==> config.mk <==
export PLATFORM = sky130hd
export DESIGN_NAME = mem_arbiter
export DESIGN_NICKNAME = d
export VERILOG_FILES = /design/src/rtl/mem_arb_pkg.sv /design/src/rtl/mem_timeout_ctr.sv /design/src/rtl/mem_arbiter.sv
export SDC_FILE = /design/constraint.sdc
export NUM_CORES = 1
export LEC_CHECK = 0
export ABC_CLOCK_PERIOD_IN_PS = 4970
export BUFFER_PORTS_ARGS = -buffer_cell sky130_fd_sc_hd__buf_4
export CORE_ASPECT_RATIO = 1.4
export CORE_MARGIN = 4
export CORE_UTILIZATION = 30
export CTS_BUF_LIST = sky130_fd_sc_hd__clkbuf_16
export CTS_CLUSTER_SIZE = 24
export DETAILED_ROUTE_END_ITERATION = 6
export GPL_TIMING_DRIVEN = 0
export PLACE_DENSITY = 0.55
export SLEW_MARGIN = 15
export SYNTH_ARGS = -nofsm -noshare
export SYNTH_HDL_FRONTEND = slang
export SYNTH_HIERARCHICAL = 1
export SYNTH_SLANG_ARGS = --single-unit
==> constraint.sdc <==
create_clock -name clk -period 4.97 [get_ports clk]
set_input_delay 0.994 -clock clk [delete_from_list [all_inputs] [get_ports clk]]
set_output_delay 0.994 -clock clk [all_outputs]
set_load 0.1 [all_outputs]
==> src/rtl/mem_arb_pkg.sv <==
// Shared types and constants for the two-port memory arbiter.
package mem_arb_pkg;

    typedef enum logic [1:0] {
        IDLE   = 2'd0,
        BUSY_I = 2'd1,
        BUSY_D = 2'd2,
        RESP   = 2'd3
    } state_t;

    localparam logic PORT_I          = 1'b0;
    localparam logic PORT_D          = 1'b1;
    localparam int   DEFAULT_TIMEOUT = 64;
    localparam int   BE_WIDTH        = 4;

endpackage

==> src/rtl/mem_timeout_ctr.sv <==
// Busy-cycle counter for the arbiter: cleared while idle, flags the last allowed cycle.
module mem_timeout_ctr #(
    parameter int TIMEOUT = 64
) (
    input  logic clk,
    input  logic rst_n,
    input  logic clr,
    input  logic en,
    output logic expired
);

    localparam int W = (TIMEOUT > 1) ? $clog2(TIMEOUT) : 1;

    logic [W-1:0] count;

    always_ff @(posedge clk or negedge rst_n) begin
        if (!rst_n) begin
            count <= '0;
        end else if (clr) begin
            count <= '0;
        end else if (en) begin
            count <= count + W'(1);
        end
    end

    assign expired = (count == W'(TIMEOUT - 1));

endmodule

==> src/rtl/mem_arbiter.sv <==
// Fetch/data port arbiter onto a single memory bus; one transaction in flight,
// round-robin on contention, timeout reported through err alongside ready.
module mem_arbiter
    import mem_arb_pkg::*;
#(
    parameter int DATA_WIDTH = 32,
    parameter int ADDR_WIDTH = 32,
    parameter int TIMEOUT    = DEFAULT_TIMEOUT
) (
    input  logic                  clk,
    input  logic                  rst_n,
    input  logic                  i_req,
    input  logic [ADDR_WIDTH-1:0] i_addr,
    output logic [DATA_WIDTH-1:0] i_rdata,
    output logic                  i_ready,
    input  logic                  d_req,
    input  logic                  d_we,
    input  logic [ADDR_WIDTH-1:0] d_addr,
    input  logic [DATA_WIDTH-1:0] d_wdata,
    input  logic [BE_WIDTH-1:0]   d_be,
    output logic [DATA_WIDTH-1:0] d_rdata,
    output logic                  d_ready,
    output logic                  m_req,
    output logic                  m_we,
    output logic [ADDR_WIDTH-1:0] m_addr,
    output logic [DATA_WIDTH-1:0] m_wdata,
    output logic [BE_WIDTH-1:0]   m_be,
    input  logic [DATA_WIDTH-1:0] m_rdata,
    input  logic                  m_ack,
    output logic                  err,
    output logic                  stall_if,
    output logic                  stall_mem
);

    state_t state;
    logic   gnt;
    logic   last_gnt;
    logic   timed_out;
    logic   expired;
    logic   busy;
    logic   i_pend;
    logic   d_pend;
    logic   pick;

    // A port whose ready is showing this cycle is still holding req; don't re-grant it.
    assign i_pend = i_req & ~i_ready;
    assign d_pend = d_req & ~d_ready;
    assign busy   = (state == BUSY_I) || (state == BUSY_D);

    always_comb begin
        pick = PORT_I;
        if (i_pend && d_pend) begin
            pick = (last_gnt == PORT_I) ? PORT_D : PORT_I;
        end else if (d_pend) begin
            pick = PORT_D;
        end
    end

    assign stall_if  = rst_n & i_req & ~i_ready;
    assign stall_mem = rst_n & d_req & ~d_ready;

    mem_timeout_ctr #(
        .TIMEOUT (TIMEOUT)
    ) u_timeout_ctr (
        .clk     (clk),
        .rst_n   (rst_n),
        .clr     (state == IDLE),
        .en      (busy),
        .expired (expired)
    );

    always_ff @(posedge clk or negedge rst_n) begin
        if (!rst_n) begin
            state     <= IDLE;
            gnt       <= PORT_I;
            last_gnt  <= PORT_I;
            timed_out <= 1'b0;
            m_req     <= 1'b0;
            m_we      <= 1'b0;
            m_addr    <= '0;
            m_wdata   <= '0;
            m_be      <= '0;
            i_rdata   <= '0;
            d_rdata   <= '0;
            i_ready   <= 1'b0;
            d_ready   <= 1'b0;
            err       <= 1'b0;
        end else begin
            i_ready <= 1'b0;
            d_ready <= 1'b0;
            err     <= 1'b0;
            case (state)
                IDLE: begin
                    if (i_pend || d_pend) begin
                        gnt       <= pick;
                        timed_out <= 1'b0;
                        m_req     <= 1'b1;
                        if (pick == PORT_D) begin
                            m_we    <= d_we;
                            m_addr  <= d_addr;
                            m_wdata <= d_wdata;
                            m_be    <= d_be;
                            state   <= BUSY_D;
                        end else begin
                            m_we    <= 1'b0;
                            m_addr  <= i_addr;
                            m_wdata <= '0;
                            m_be    <= '1;
                            state   <= BUSY_I;
                        end
                    end
                end
                BUSY_I, BUSY_D: begin
                    // Ack wins over a simultaneous expiry.
                    if (m_ack) begin
                        if (!m_we) begin
                            if (state == BUSY_D) d_rdata <= m_rdata;
                            else                 i_rdata <= m_rdata;
                        end
                        m_req <= 1'b0;
                        state <= RESP;
                    end else if (expired) begin
                        if (state == BUSY_D) d_rdata <= '0;
                        else                 i_rdata <= '0;
                        timed_out <= 1'b1;
                        m_req     <= 1'b0;
                        state     <= RESP;
                    end
                end
                RESP: begin
                    if (gnt == PORT_D) d_ready <= 1'b1;
                    else               i_ready <= 1'b1;
                    err      <= timed_out;
                    last_gnt <= gnt;
                    state    <= IDLE;
                end
                default: state <= IDLE;
            endcase
        end
    end

endmodule
# After elaboration in Yosys (flattened, before gate mapping)
# Index checks and enable logic that the tools add are counted.
# W data, S select, Z words.
[op_classes]
n_addsub = 1
eq_ne = 9
n_mux = 37
bitwise = 9
reduce_logical = 14
[op_table]
columns = ["operator", "count"]
rows = [
  ["$mux W32", 12],
  ["$mux W1", 15],
  ["$mux W6", 2],
  ["$reduce_and A4 Y1", 3],
  ["$mux W2", 4],
  ["$ne A2 B2 Y1 const B", 4],
  ["$add A6 B1 Y6 const B", 1],
  ["$and A1 B1 Y1", 6],
  ["$eq A6 B6 Y1 const B", 1],
  ["$pmux W2 S3", 1],
  ["$reduce_bool A2 Y1", 3],
  ["$eq A2 B2 Y1 const B", 2],
  ["$mux W4", 1],
  ["$pmux W1 S2", 2],
  ["$reduce_and A2 Y1", 2],
  ["$ne A3 B3 Y1 const B", 1],
  ["$not A1 Y1", 3],
  ["$reduce_and A3 Y1", 1],
  ["$eq A2 B1 Y1 const B", 1],
  ["$logic_not A2 Y1", 1],
  ["$logic_or A1 B1 Y1", 2],
  ["$reduce_or A2 Y1", 1],
  ["$logic_and A1 B1 Y1", 1],
]
[totals]
register_bits = 148
output_inout_bits = 139
elab_cells = 85

# Longest topological paths before layout
[logic_depth]
ltp_word = 7
mapped_depth = 7

# By module
# The synthesis kept the hierarchy.
[by_module_without_submodules]
columns = ["mod", "n_inst", "cells_per_inst", "area_per_inst_um2", "seq_area_each_um2"]
rows = [
  ["mem_arbiter", 1, 496, 6573.8, 3553.4],
  ["mem_timeout_ctr", 1, 28, 281.5, 150.1],
]

# Worst setup path after synthesis
# Ideal clock, no wire load.
[synth_path]
path_kind = "input to output"
startpoint = "input port i_req"
endpoint = "output port stall_if"
arrival_ns = 2.656
required_ns = 3.976
path_slack_ns = 1.320
stages = 4
n_path_buf = 2
path_cell_list = "nand2b_1 buf_2 buf_1 nor2_1"
[synth_between]
elab_chain_len = 2
[synth_lines]
columns = ["element", "line_no", "source"]
rows = [
  ["from (decl)", "mem_arbiter.sv:12", "input logic i_req,"],
  ["$and A1 B1 Y1 (2 in a row)", "mem_arbiter.sv:59", "assign stall_if = rst_n & i_req & ~i_ready;"],
  ["to (decl)", "mem_arbiter.sv:31", "output logic stall_if,"],
]
# Every way passes these cells.

# Worst setup path after layout
[layout_path]
startpoint = "input port rst_n"
endpoint = "output port stall_if"
[layout_between]
elab_chain_len = 2
[layout_lines]
columns = ["element", "line_no", "source"]
rows = [
  ["from (decl)", "mem_arbiter.sv:11", "input logic rst_n,"],
  ["$and A1 B1 Y1 (2 in a row)", "mem_arbiter.sv:59", ""],
]
# Every way passes these cells.

==> impl_metrics.xml <==
<?xml version="1.0" encoding="UTF-8"?>
<metrics>
  <group name="timing">
    <metric name="grt_setup_unrepaired" unit="">false</metric>
    <metric name="layout_min_cycle_time" unit="ns">3.34</metric>
    <metric name="timing.slew.headroom" unit="%">66.8</metric>
    <metric name="final_number_of_setup_violating_endpoints" unit="">0</metric>
    <metric name="finalClockSkew" unit="ns">0.0106</metric>
    <metric name="hold_violations" unit="">0</metric>
    <metric name="worst-slew-pin-transition" unit="ns">0.498</metric>
    <metric name="finalSetupTns" unit="ns">0</metric>
    <metric name="timing.final.max_slew_violations" unit="">0</metric>
    <metric name="fmax" unit="MHz">299</metric>
    <metric name="fin_crit_sh" unit="%">67.3</metric>
  </group>
  <group name="setup_path">
    <metric name="worstSetupEndpointType" unit="">primary output</metric>
    <metric name="crit-reg2reg-launch" unit="">state[0]$_DFFE_PN0P_</metric>
    <metric name="r2r_slack" unit="ns">2.84</metric>
    <metric name="crit_arrival" unit="ns">2.35</metric>
    <metric name="worstPathRequired" unit="ns">3.98</metric>
    <metric name="timing.critical_path.fanout_max" unit="">96</metric>
    <metric name="critical_path.startpoint" unit="">rst_n</metric>
    <metric name="cp-start-kind" unit="">input pin</metric>
    <metric name="reg2regPathDepth" unit="">6</metric>
    <metric name="timing.rr.end" unit="">m_wdata[18]$_DFFE_PN0P_</metric>
    <metric name="worst-setup-path-type" unit="">input pin to primary output</metric>
  </group>
  <group name="global_route">
    <metric name="antenna_found_initial" unit="">0</metric>
    <metric name="grt_pass1_vias" unit="">5707</metric>
    <metric name="grt_overflow" unit="">0</metric>
    <metric name="grt_max_degree" unit="">97</metric>
    <metric name="global_route_wire_length_before_repair" unit="um">32900</metric>
    <metric name="grtUsageTotal" unit="%">16.5</metric>
  </group>
  <group name="synth">
    <metric name="ys_warn_count" unit="">6</metric>
    <metric name="synth_seq_cells" unit="">148</metric>
    <metric name="netlist.top_cell.by_area" unit="">dfrtp_1</metric>
    <metric name="postSynthNetCount" unit="">668</metric>
    <metric name="cell_types_occupying_the_most_area_after_synthesis" unit="">dfrtp_1 (54%), mux2_4 (6.6%), mux2_2 (5.4%)</metric>
    <metric name="syn_inst" unit="">524</metric>
    <metric name="synth_enable_flop_cells" unit="">0</metric>
    <metric name="yosys.cell_types.count" unit="">45</metric>
    <metric name="post_synth.cell_area_avg" unit="um2">13.1</metric>
    <metric name="synth-seq-area-share" unit="%">54.0</metric>
    <metric name="dominantRegCellSynth" unit="">dfrtp_1</metric>
    <metric name="synthesis.area" unit="um2">6860</metric>
    <metric name="synthArstFlopShare" unit="%">100</metric>
    <metric name="yosysTopAreaCellShare" unit="%">54.0</metric>
  </group>
  <group name="route">
    <metric name="first_iter_violations" unit="">176</metric>
    <metric name="wirelength" unit="um">21100</metric>
    <metric name="dr_total_vias" unit="">5439</metric>
    <metric name="route.antenna.remaining_nets" unit="">0</metric>
    <metric name="vias_per_cell" unit="">4.81</metric>
    <metric name="dr.pass1.iters" unit="">4</metric>
    <metric name="wire_per_inst" unit="um">18.7</metric>
    <metric name="post-route-drc-count" unit="">0</metric>
  </group>
  <group name="layout">
    <metric name="layout.filler_cells" unit="">2146</metric>
    <metric name="areaGrowthSynthToFinish" unit="%">44.9</metric>
    <metric name="finalInstanceArea" unit="um2">9930</metric>
    <metric name="layout-drive-gt1-share" unit="%">48.2</metric>
    <metric name="nNetsFinal" unit="">964</metric>
    <metric name="diodes" unit="">0</metric>
  </group>
  <group name="clock_network">
    <metric name="clk-insertion-delay-late" unit="ns">0.43</metric>
    <metric name="worst_path_clk_slew" unit="ns">0.06</metric>
    <metric name="post_cts_buffers" unit="">0</metric>
    <metric name="clockRootBuffer" unit="">clkbuf_16</metric>
    <metric name="post_cts_resize_count" unit="">0</metric>
    <metric name="ctsHoldBuffers" unit="">0</metric>
    <metric name="h_tree_levels" unit="">4</metric>
    <metric name="ctsLongestPathBuffers" unit="">2</metric>
    <metric name="cts_tree" unit="">yes</metric>
    <metric name="clock_sinks" unit="">148</metric>
    <metric name="cts-buffers-inserted" unit="">17</metric>
  </group>
  <group name="status">
    <metric name="status" unit="">finished clean</metric>
  </group>
  <group name="floorplanning">
    <metric name="floorplan.die.width" unit="um">136</metric>
    <metric name="fp.dieH" unit="um">187</metric>
    <metric name="initial_utilization" unit="%">30.4</metric>
    <metric name="num_io_pins" unit="">277</metric>
    <metric name="placementRows" unit="">65</metric>
    <metric name="dieArea" unit="um2">25400</metric>
    <metric name="core_box_area" unit="um2">22500</metric>
  </group>
  <group name="placed_design">
    <metric name="dp.final_hpwl" unit="um">15700</metric>
    <metric name="place_congestion" unit="">0.790</metric>
    <metric name="placed_area" unit="um2">9340</metric>
    <metric name="port_buffers" unit="">276</metric>
  </group>
  <group name="worst_hold_path">
    <metric name="worstHoldPathType" unit="">input pin to async pin</metric>
  </group>
  <group name="run">
    <metric name="drv_cap" unit="">0</metric>
  </group>
</metrics>
sequential cells by signal, summed over array words and instances, names as in the netlist:
name / flops
d_rdata: 32
i_rdata: 32
m_addr: 32
m_wdata: 32
u_timeout_ctr/count: 6
m_be: 4
state: 2
d_ready: 1
err: 1
gnt: 1
i_ready: 1
last_gnt: 1
m_req: 1
m_we: 1
timed_out: 1
stage by stage:
stage / utilization, % / worst slack, ns / hold slack (ns) / std cells
2_1_floorplan: - / 1.32 / 0.434 / 524
3_3_place_gp: 41.3 / 0.763 / 0.489 / 1101
3_5_place_dp: 41.5 / 1.55 / 0.492 / 1102
4_1_cts: 44.1 / 1.54 / 0.476 / 1131
5_1_grt: 44.1 / 1.40 / 0.491 / 1131
6_report: 44.1 / 1.63 / 0.474 / 1131
placed cells by master, fill, tap and decap left out, types with 22 or more instances in the layout:
master     synthesis  layout
a221oi_1          32      32
clkbuf_1          22      22
mux2_2            33      33
a22o_1            33      33
mux2_4            30      30
and3b_1           33      33
and2_1            34      34
o21ai_0           33      33
a2bb2oi_1         32      32
dfrtp_1          148     148
buf_4              6     281
synth_stat cells, types with 3 or more instances:
| master | n |
|---|---|
| nor2_1 | 10 |
| o21ai_0 | 33 |
| buf_4 | 6 |
| buf_6 | 10 |
| xor2_1 | 3 |
| inv_1 | 4 |
| nor2b_1 | 3 |
| clkbuf_1 | 22 |
| and2_1 | 34 |
| mux2_4 | 30 |
| buf_2 | 8 |
| nand3_1 | 3 |
| and3b_1 | 33 |
| a2bb2oi_1 | 32 |
| o22a_1 | 4 |
| a22o_1 | 33 |
| a221oi_1 | 32 |
| nand2_1 | 5 |
| dfrtp_1 | 148 |
| ha_1 | 6 |
| mux2_1 | 3 |
| mux2_2 | 33 |
worst max-delay path, cell delays in order:
cell and delay, ns:
buf_8 0.32, buf_16 0.44, inv_1 0.11, nor2_1 0.12, buf_4 0.30
worst max path at each step:
stage               slack [ns]  cells past startpoint         to
CTS                       1.54                      5  stall_mem
global route              1.40                      5  stall_mem
detailed placement        1.55                      5  stall_mem
floorplan                 1.32                      4   stall_if
finish                    1.63                      5   stall_if
global placement          0.76                      4   stall_if
layer usage:
| metal | track usage, % | up-vias | part of all wire, % | wire length (um) |
|---|---|---|---|---|
| met5 | 0 | - | 0 | 0 |
| met4 | 5.74 | 0 | 2.7 | 564 |
| met3 | 5.33 | 37 | 7.4 | 1560 |
| met2 | 27.6 | 216 | 50 | 10500 |
| met1 | 19.9 | 2634 | 40 | 8430 |
| li1 | - | 2552 | - | - |
cell type report:
cell class	count	area, um2	share of cell area [%]
plain buffers	48	288	2.90
inverters	5	18.8	0.189
clock inverters	12	166	1.68
multi-input cells	323	2850	28.7
flip-flops and latches	148	3700	37.3
repair buffers	277	2110	21.2
clock buffers	17	425	4.28
well taps	301	377	3.79
logic make-up after synthesis:
family                     after synthesis  share of synthesized area (%)
DFF                                    148                           54.0
AOI/OAI and AO/OA                      143                           16.5
and+or+nand+nor                        102                           10.7
muxes                                   68                           12.8
buffers and inverters                   53                           4.47
adders and majority gates                6                           1.10
xor gates and xnor gates                 4                          0.511
Power is left out: the tool's default activity adds up to more than one toggle a clock period on the data nets, which glitch-free logic cannot reach.
